## config.mk

```make
export PLATFORM = sky130hd
export DESIGN_NAME = xilinx_phy10g_quad_reset_ctrl
export DESIGN_NICKNAME = d
export VERILOG_FILES = /design/src/rtl/xilinx_phy10g_quad_reset_ctrl.sv
export SDC_FILE = /design/constraint.sdc
export NUM_CORES = 1
export LEC_CHECK = 0
export CAP_MARGIN = 20
export CORE_AREA = 5 5 90 92
export CTS_CLUSTER_DIAMETER = 60
export DETAILED_ROUTE_END_ITERATION = 8
export DIE_AREA = 0 0 95 97
export PLACE_DENSITY = 0.64
export RECOVER_POWER = 50
export SYNTH_ARGS = -nofsm -noshare
export SYNTH_HDL_FRONTEND = slang
export SYNTH_SLANG_ARGS = --single-unit
```

## constraint.sdc

```tcl
create_clock -name clk_i -period 6.06 [get_ports clk_i]
set_input_delay 0.909 -clock clk_i [delete_from_list [all_inputs] [get_ports clk_i]]
set_output_delay 0.909 -clock clk_i [all_outputs]
set_load 0.02 [all_outputs]
```

## src/rtl/xilinx_phy10g_quad_reset_ctrl.sv

```systemverilog
`default_nettype none
// +--------------------------------------------------------------------------+
// | Module     : xilinx_phy10g_quad_reset_ctrl                               |
// | Description: QPLL reset/lock supervision plus round-robin per-lane GT    |
// |              reset sequencing for one 10G transceiver quad.              |
// |              Optional lock_ok filter: define PHY10G_LOCK_FILTER_EN.      |
// | Revision   : 1.0 - initial release                                       |
// +--------------------------------------------------------------------------+
module xilinx_phy10g_quad_reset_ctrl #(
  parameter int QPLL_RST_CYCLES = 16,
  parameter int LOCK_TIMEOUT    = 50000,
  parameter int LANE_RST_CYCLES = 8,
  parameter int DONE_TIMEOUT    = 4096
) (
  input  logic       clk_i,
  input  logic       rst_ni,
  input  logic       qplllock_i,
  output logic       qpllreset_o,
  input  logic [3:0] lane_rst_req_i,
  output logic [3:0] lane_rst_ack_o,
  output logic [3:0] gt_reset_o,
  input  logic [3:0] gt_resetdone_i,
  output logic [3:0] lane_fail_o,
  output logic [3:0] lanes_ready_o,
  output logic [7:0] lock_lost_cnt_o
);

  localparam int c_max_ab = (QPLL_RST_CYCLES > LOCK_TIMEOUT) ? QPLL_RST_CYCLES : LOCK_TIMEOUT;
  localparam int c_max_cd = (LANE_RST_CYCLES > DONE_TIMEOUT) ? LANE_RST_CYCLES : DONE_TIMEOUT;
  localparam int c_cnt_max = (c_max_ab > c_max_cd) ? c_max_ab : c_max_cd;
  localparam int c_cnt_w = $clog2(c_cnt_max + 1);

  localparam logic [c_cnt_w-1:0] c_qrst_last = c_cnt_w'(QPLL_RST_CYCLES - 1);
  localparam logic [c_cnt_w-1:0] c_lock_last = c_cnt_w'(LOCK_TIMEOUT - 1);
  localparam logic [c_cnt_w-1:0] c_lrst_last = c_cnt_w'(LANE_RST_CYCLES - 1);
  localparam logic [c_cnt_w-1:0] c_done_last = c_cnt_w'(DONE_TIMEOUT - 1);

  typedef enum logic [2:0] {
    S_QRST  = 3'd0,
    S_QWAIT = 3'd1,
    S_IDLE  = 3'd2,
    S_LRST  = 3'd3,
    S_LWAIT = 3'd4
  } state_t;

  state_t               r_state;
  logic [c_cnt_w-1:0]   r_cnt;
  logic                 r_lock_meta;
  logic                 r_lock_sync;
  logic                 r_qpllreset;
  logic [3:0]           r_ack;
  logic [3:0]           r_gt_reset;
  logic [3:0]           r_fail;
  logic [3:0]           r_ready;
  logic [7:0]           r_lost_cnt;
  logic [1:0]           r_grant;
  logic [1:0]           r_last_grant;

  logic                 w_lock_ok;
  logic                 w_lock_drop;
  logic                 w_grant_hit;
  logic [1:0]           w_grant_idx;

  always_ff @(posedge clk_i or negedge rst_ni) begin
    if (!rst_ni) begin
      r_lock_meta <= 1'b0;
      r_lock_sync <= 1'b0;
    end else begin
      r_lock_meta <= qplllock_i;
      r_lock_sync <= r_lock_meta;
    end
  end

`ifdef PHY10G_LOCK_FILTER_EN
  // Counts consecutive synchronized-high cycles already seen, saturating at 15.
  logic [3:0] r_filt_cnt;

  always_ff @(posedge clk_i or negedge rst_ni) begin
    if (!rst_ni) begin
      r_filt_cnt <= 4'd0;
    end else if (!r_lock_sync) begin
      r_filt_cnt <= 4'd0;
    end else if (r_filt_cnt != 4'd15) begin
      r_filt_cnt <= r_filt_cnt + 4'd1;
    end
  end

  assign w_lock_ok = r_lock_sync & (r_filt_cnt == 4'd15);
`else
  assign w_lock_ok = r_lock_sync;
`endif

  assign w_lock_drop = !w_lock_ok &&
                       (r_state == S_IDLE || r_state == S_LRST || r_state == S_LWAIT);

  // Round-robin search from last_grant+1; descending loop lets the nearest lane win.
  always_comb begin
    w_grant_hit = 1'b0;
    w_grant_idx = r_last_grant;
    for (int k = 3; k >= 0; k--) begin
      if (lane_rst_req_i[r_last_grant + 2'(k) + 2'd1]) begin
        w_grant_hit = 1'b1;
        w_grant_idx = r_last_grant + 2'(k) + 2'd1;
      end
    end
  end

  always_ff @(posedge clk_i or negedge rst_ni) begin
    if (!rst_ni) begin
      r_state      <= S_QRST;
      r_cnt        <= '0;
      r_qpllreset  <= 1'b1;
      r_ack        <= 4'd0;
      r_gt_reset   <= 4'd0;
      r_fail       <= 4'd0;
      r_ready      <= 4'd0;
      r_lost_cnt   <= 8'd0;
      r_grant      <= 2'd0;
      r_last_grant <= 2'd3;
    end else begin
      r_ack <= 4'd0;
      if (r_state == S_QRST || r_state == S_QWAIT) begin
        r_ready <= 4'd0;
      end else begin
        r_ready <= {4{w_lock_ok}} & gt_resetdone_i & ~r_gt_reset;
      end

      if (w_lock_drop) begin
        // Lock loss aborts any lane sequence; the request stays pending for a later grant.
        r_state     <= S_QRST;
        r_cnt       <= '0;
        r_qpllreset <= 1'b1;
        r_gt_reset  <= 4'd0;
        if (r_lost_cnt != 8'hFF) begin
          r_lost_cnt <= r_lost_cnt + 8'd1;
        end
      end else begin
        case (r_state)
          S_QRST: begin
            if (r_cnt == c_qrst_last) begin
              r_state     <= S_QWAIT;
              r_cnt       <= '0;
              r_qpllreset <= 1'b0;
            end else begin
              r_cnt <= r_cnt + 1'b1;
            end
          end
          S_QWAIT: begin
            if (w_lock_ok) begin
              r_state <= S_IDLE;
              r_cnt   <= '0;
            end else if (r_cnt == c_lock_last) begin
              r_state     <= S_QRST;
              r_cnt       <= '0;
              r_qpllreset <= 1'b1;
            end else begin
              r_cnt <= r_cnt + 1'b1;
            end
          end
          S_IDLE: begin
            if (w_grant_hit) begin
              r_state      <= S_LRST;
              r_cnt        <= '0;
              r_grant      <= w_grant_idx;
              r_last_grant <= w_grant_idx;
              r_gt_reset   <= 4'b0001 << w_grant_idx;
            end
          end
          S_LRST: begin
            if (r_cnt == c_lrst_last) begin
              r_state    <= S_LWAIT;
              r_cnt      <= '0;
              r_gt_reset <= 4'd0;
            end else begin
              r_cnt <= r_cnt + 1'b1;
            end
          end
          S_LWAIT: begin
            if (gt_resetdone_i[r_grant]) begin
              r_state         <= S_IDLE;
              r_cnt           <= '0;
              r_ack[r_grant]  <= 1'b1;
              r_fail[r_grant] <= 1'b0;
            end else if (r_cnt == c_done_last) begin
              r_state         <= S_IDLE;
              r_cnt           <= '0;
              r_ack[r_grant]  <= 1'b1;
              r_fail[r_grant] <= 1'b1;
            end else begin
              r_cnt <= r_cnt + 1'b1;
            end
          end
          default: begin
            r_state     <= S_QRST;
            r_cnt       <= '0;
            r_qpllreset <= 1'b1;
            r_gt_reset  <= 4'd0;
          end
        endcase
      end
    end
  end

  assign qpllreset_o     = r_qpllreset;
  assign lane_rst_ack_o  = r_ack;
  assign gt_reset_o      = r_gt_reset;
  assign lane_fail_o     = r_fail;
  assign lanes_ready_o   = r_ready;
  assign lock_lost_cnt_o = r_lost_cnt;

endmodule
`default_nettype wire

```

==> impl_metrics.tcl <==
set metrics [dict create \
    post-cts-setup-buffers 0 \
    crit_fanout 18 \
    fin_nets 316 \
    antenna_found_initial 0 \
    ys_async_sr_fraction_pct 100 \
    die_area_um2 9220 \
    fin_crit_sh_pct 46.9 \
    vias 2186 \
    post-route-drc-count 0 \
    final.setup_skew_ps 12.5 \
    clkTransAtPathRegs_ps 110 \
    via_per_inst 5.42 \
    ys.flop_type "dfrtp_1" \
    rsz0062_at_grt "false" \
    crit_required_ps 6270 \
    cts_buffers 5 \
    synthTopCellsByArea "dfrtp_1 (43%), nor3_1 (3.1%), dfstp_2 (2.9%)" \
    critPathKind "input pin to flop" \
    coreArea_um2 7140 \
    fin_cells 403 \
    yosys.area.top_type "dfrtp_1" \
    start_util_pct 38.7 \
    synth.top_cell.area_share_pct 42.5 \
    die_x_um 95 \
    slew_headroom_pct 3.65 \
    slew_viol_final 0 \
    report.power.total_w 0.00110 \
    vdd_ir_drop_max_mv 0.187 \
    n_antenna_cell 0 \
    numClockSinks 50 \
    ys_ff_latch 50 \
    cap_viol_max_count 0 \
    end_kind "flop" \
    cts-root-buf "clkbuf_8" \
    ys_types 61 \
    fillerInstances 724 \
    wl_um 6110 \
    final_common_cell "dfrtp_1" \
    status "complete, no violations" \
    synth-seq-area-share_pct 45.4 \
    setup_violations 0 \
    timing.setup.tns_ps 0 \
    gp_congestion 0.784 \
    antenna_left 0 \
    yosysWarnings 0 \
    synth-edff-count 0 \
    crit_path_max_incr_delay_ps 650 \
    drive_gt1_share_pct 7.89 \
    fin_util_pct 45.7 \
    max_freq_mhz 352 \
    grt_max_degree 28 \
    power_density_nw_per_um2 337 \
    min-delay-path-class "flop to flop" \
    chipHeight_um 97 \
    ff_latch_area_um2 1250 \
    htree_levels 2 \
    synth_nets 284 \
    clk_latency_ps 320 \
    synth_area_per_cell_um2 10.2 \
    syn_inst 271 \
    cts_tree "yes" \
    max_slew.worst_pin.slew_ps 1450 \
    boundaryPins 36 \
    fp-row-count 31 \
    crit_path_start_kind "input pin" \
    grt_pass1_wl_um 10600 \
    drt_iter0_drc 132 \
    multiInputGateArea_um2 1390 \
    min_period_ps 2840 \
    hold_viol_final 0 \
    slowest_stage "or4_1" \
    holdBufCountCts 0 \
    numPortBuffers 35 \
    cts_buffer_depth 2 \
    most-common-layout-cells "dfrtp_1 (47), clkdlybuf4s50_1 (32), nor3_1 (17)" \
    synth_area_um2 2770 \
    syn_to_final_growth_pct 17.8 \
    grt_overflow 0 \
    grt_usage_pct 14.1 \
    dp_hpwl_um 4440 \
    crit_arrival_ps 3060 \
    grt_pass1_vias 2138 \
    p_leak_nw 1.32 \
    drtPass1Iterations 4 \
    dp_cells 395 \
    crit_path_cell_trace "clkdlybuf4s50_1 -> or4_1 -> nor3_4 -> nor4_4 -> mux2_1" \
    wire_per_inst_um 15.2 \
    cts_resized 0 \
]
## state kept, by name (all words and copies together) (netlist names), named ones only
register and flops:
r_state 3, r_lock_meta 1, lane_rst_ack_o 4, r_lock_sync 1, lock_lost_cnt_o 8, gt_reset_o 4, r_cnt 16, r_last_grant 2
r_grant 2, qpllreset_o 1, lanes_ready_o 4
## critical path, delay by kind of cell
| kind | cells | cell delay, ps |
|---|---|---|
| buffers and inverters | 1 | 460 |
| multiplexers | 1 | 340 |
| AND/OR/NAND/NOR | 3 | 1350 |
## where the power goes
part	internal (W)	switching (W)
clock	0.0000859	0.000130
sequential	0.000396	0.0000822
combinational	0.000185	0.000220
total	0.000667	0.000432
## cells in the mapped netlist, types with 5 or more instances
master / number
inv_1: 13
nand3_1: 10
nor2_1: 16
o21ai_1: 10
mux2i_1: 7
nand2_1: 15
nor2b_1: 5
nand4_1: 9
nor3_1: 17
o21ai_0: 7
xor2_1: 8
dfrtp_1: 47
a21oi_1: 7
xnor2_1: 7
nor3b_1: 5
## through the flow
stage | instance area, um^2 | setup slack [ps] | hold WS, ps
after CTS | 3280 | 3200 | 366
after global placement | 3170 | 2920 | 332
after detailed placement | 3190 | 2840 | 341
after floorplan | 2770 | 3750 | 331
final | 3260 | 3220 | 363
after global routing | 3260 | 2640 | 379
## area by class of cell
type	count	share of cell area, %
Clock buffer	5	2.11
Tap cell	99	3.80
Inverter	13	1.50
Sequential cell	50	38.5
Clock inverter	3	0.883
Multi-Input combinational cell	197	42.5
Timing Repair Buffer	36	10.7
## routing by layer
| layer | vias to the layer above | GRT usage [%] | wire length, um |
|---|---|---|---|
| met5 | - | 0 | 0 |
| li1 | 1071 | - | - |
| met1 | 1059 | 20.2 | 2950 |
| met3 | 6 | 3.41 | 275 |
| met2 | 50 | 21.0 | 2830 |
| met4 | 0 | 4.22 | 57 |
## final timing paths
check                                  start                  to  slack, ps  cells after the start
setup reg to reg                    r_cnt[0]           r_cnt[13]       3630                      6
setup / recovery           lane_rst_req_i[1]          r_state[0]       3220                      5
max in group asynchronous             rst_ni            r_cnt[4]       3290                      2
hold / removal                   r_lock_meta         r_lock_sync        360                      0
hold reg to reg                  r_lock_meta         r_lock_sync        360                      0
min in group asynchronous             rst_ni  lock_lost_cnt_o[2]        830                      1
## cell families (layout without fill, tap and decap cells)
family / count (synthesis) / in the layout / share of synthesized area, %
xor+xnor: 15 / 15 / 4.75
buf+inv: 24 / 57 / 4.21
mux: 10 / 10 / 4.16
compound gates: 52 / 52 / 12.7
fa+ha+maj: 2 / 2 / 0.905
simple gates: 118 / 118 / 27.9
flops: 50 / 50 / 45.4
Power figures use the tool's default switching activity.
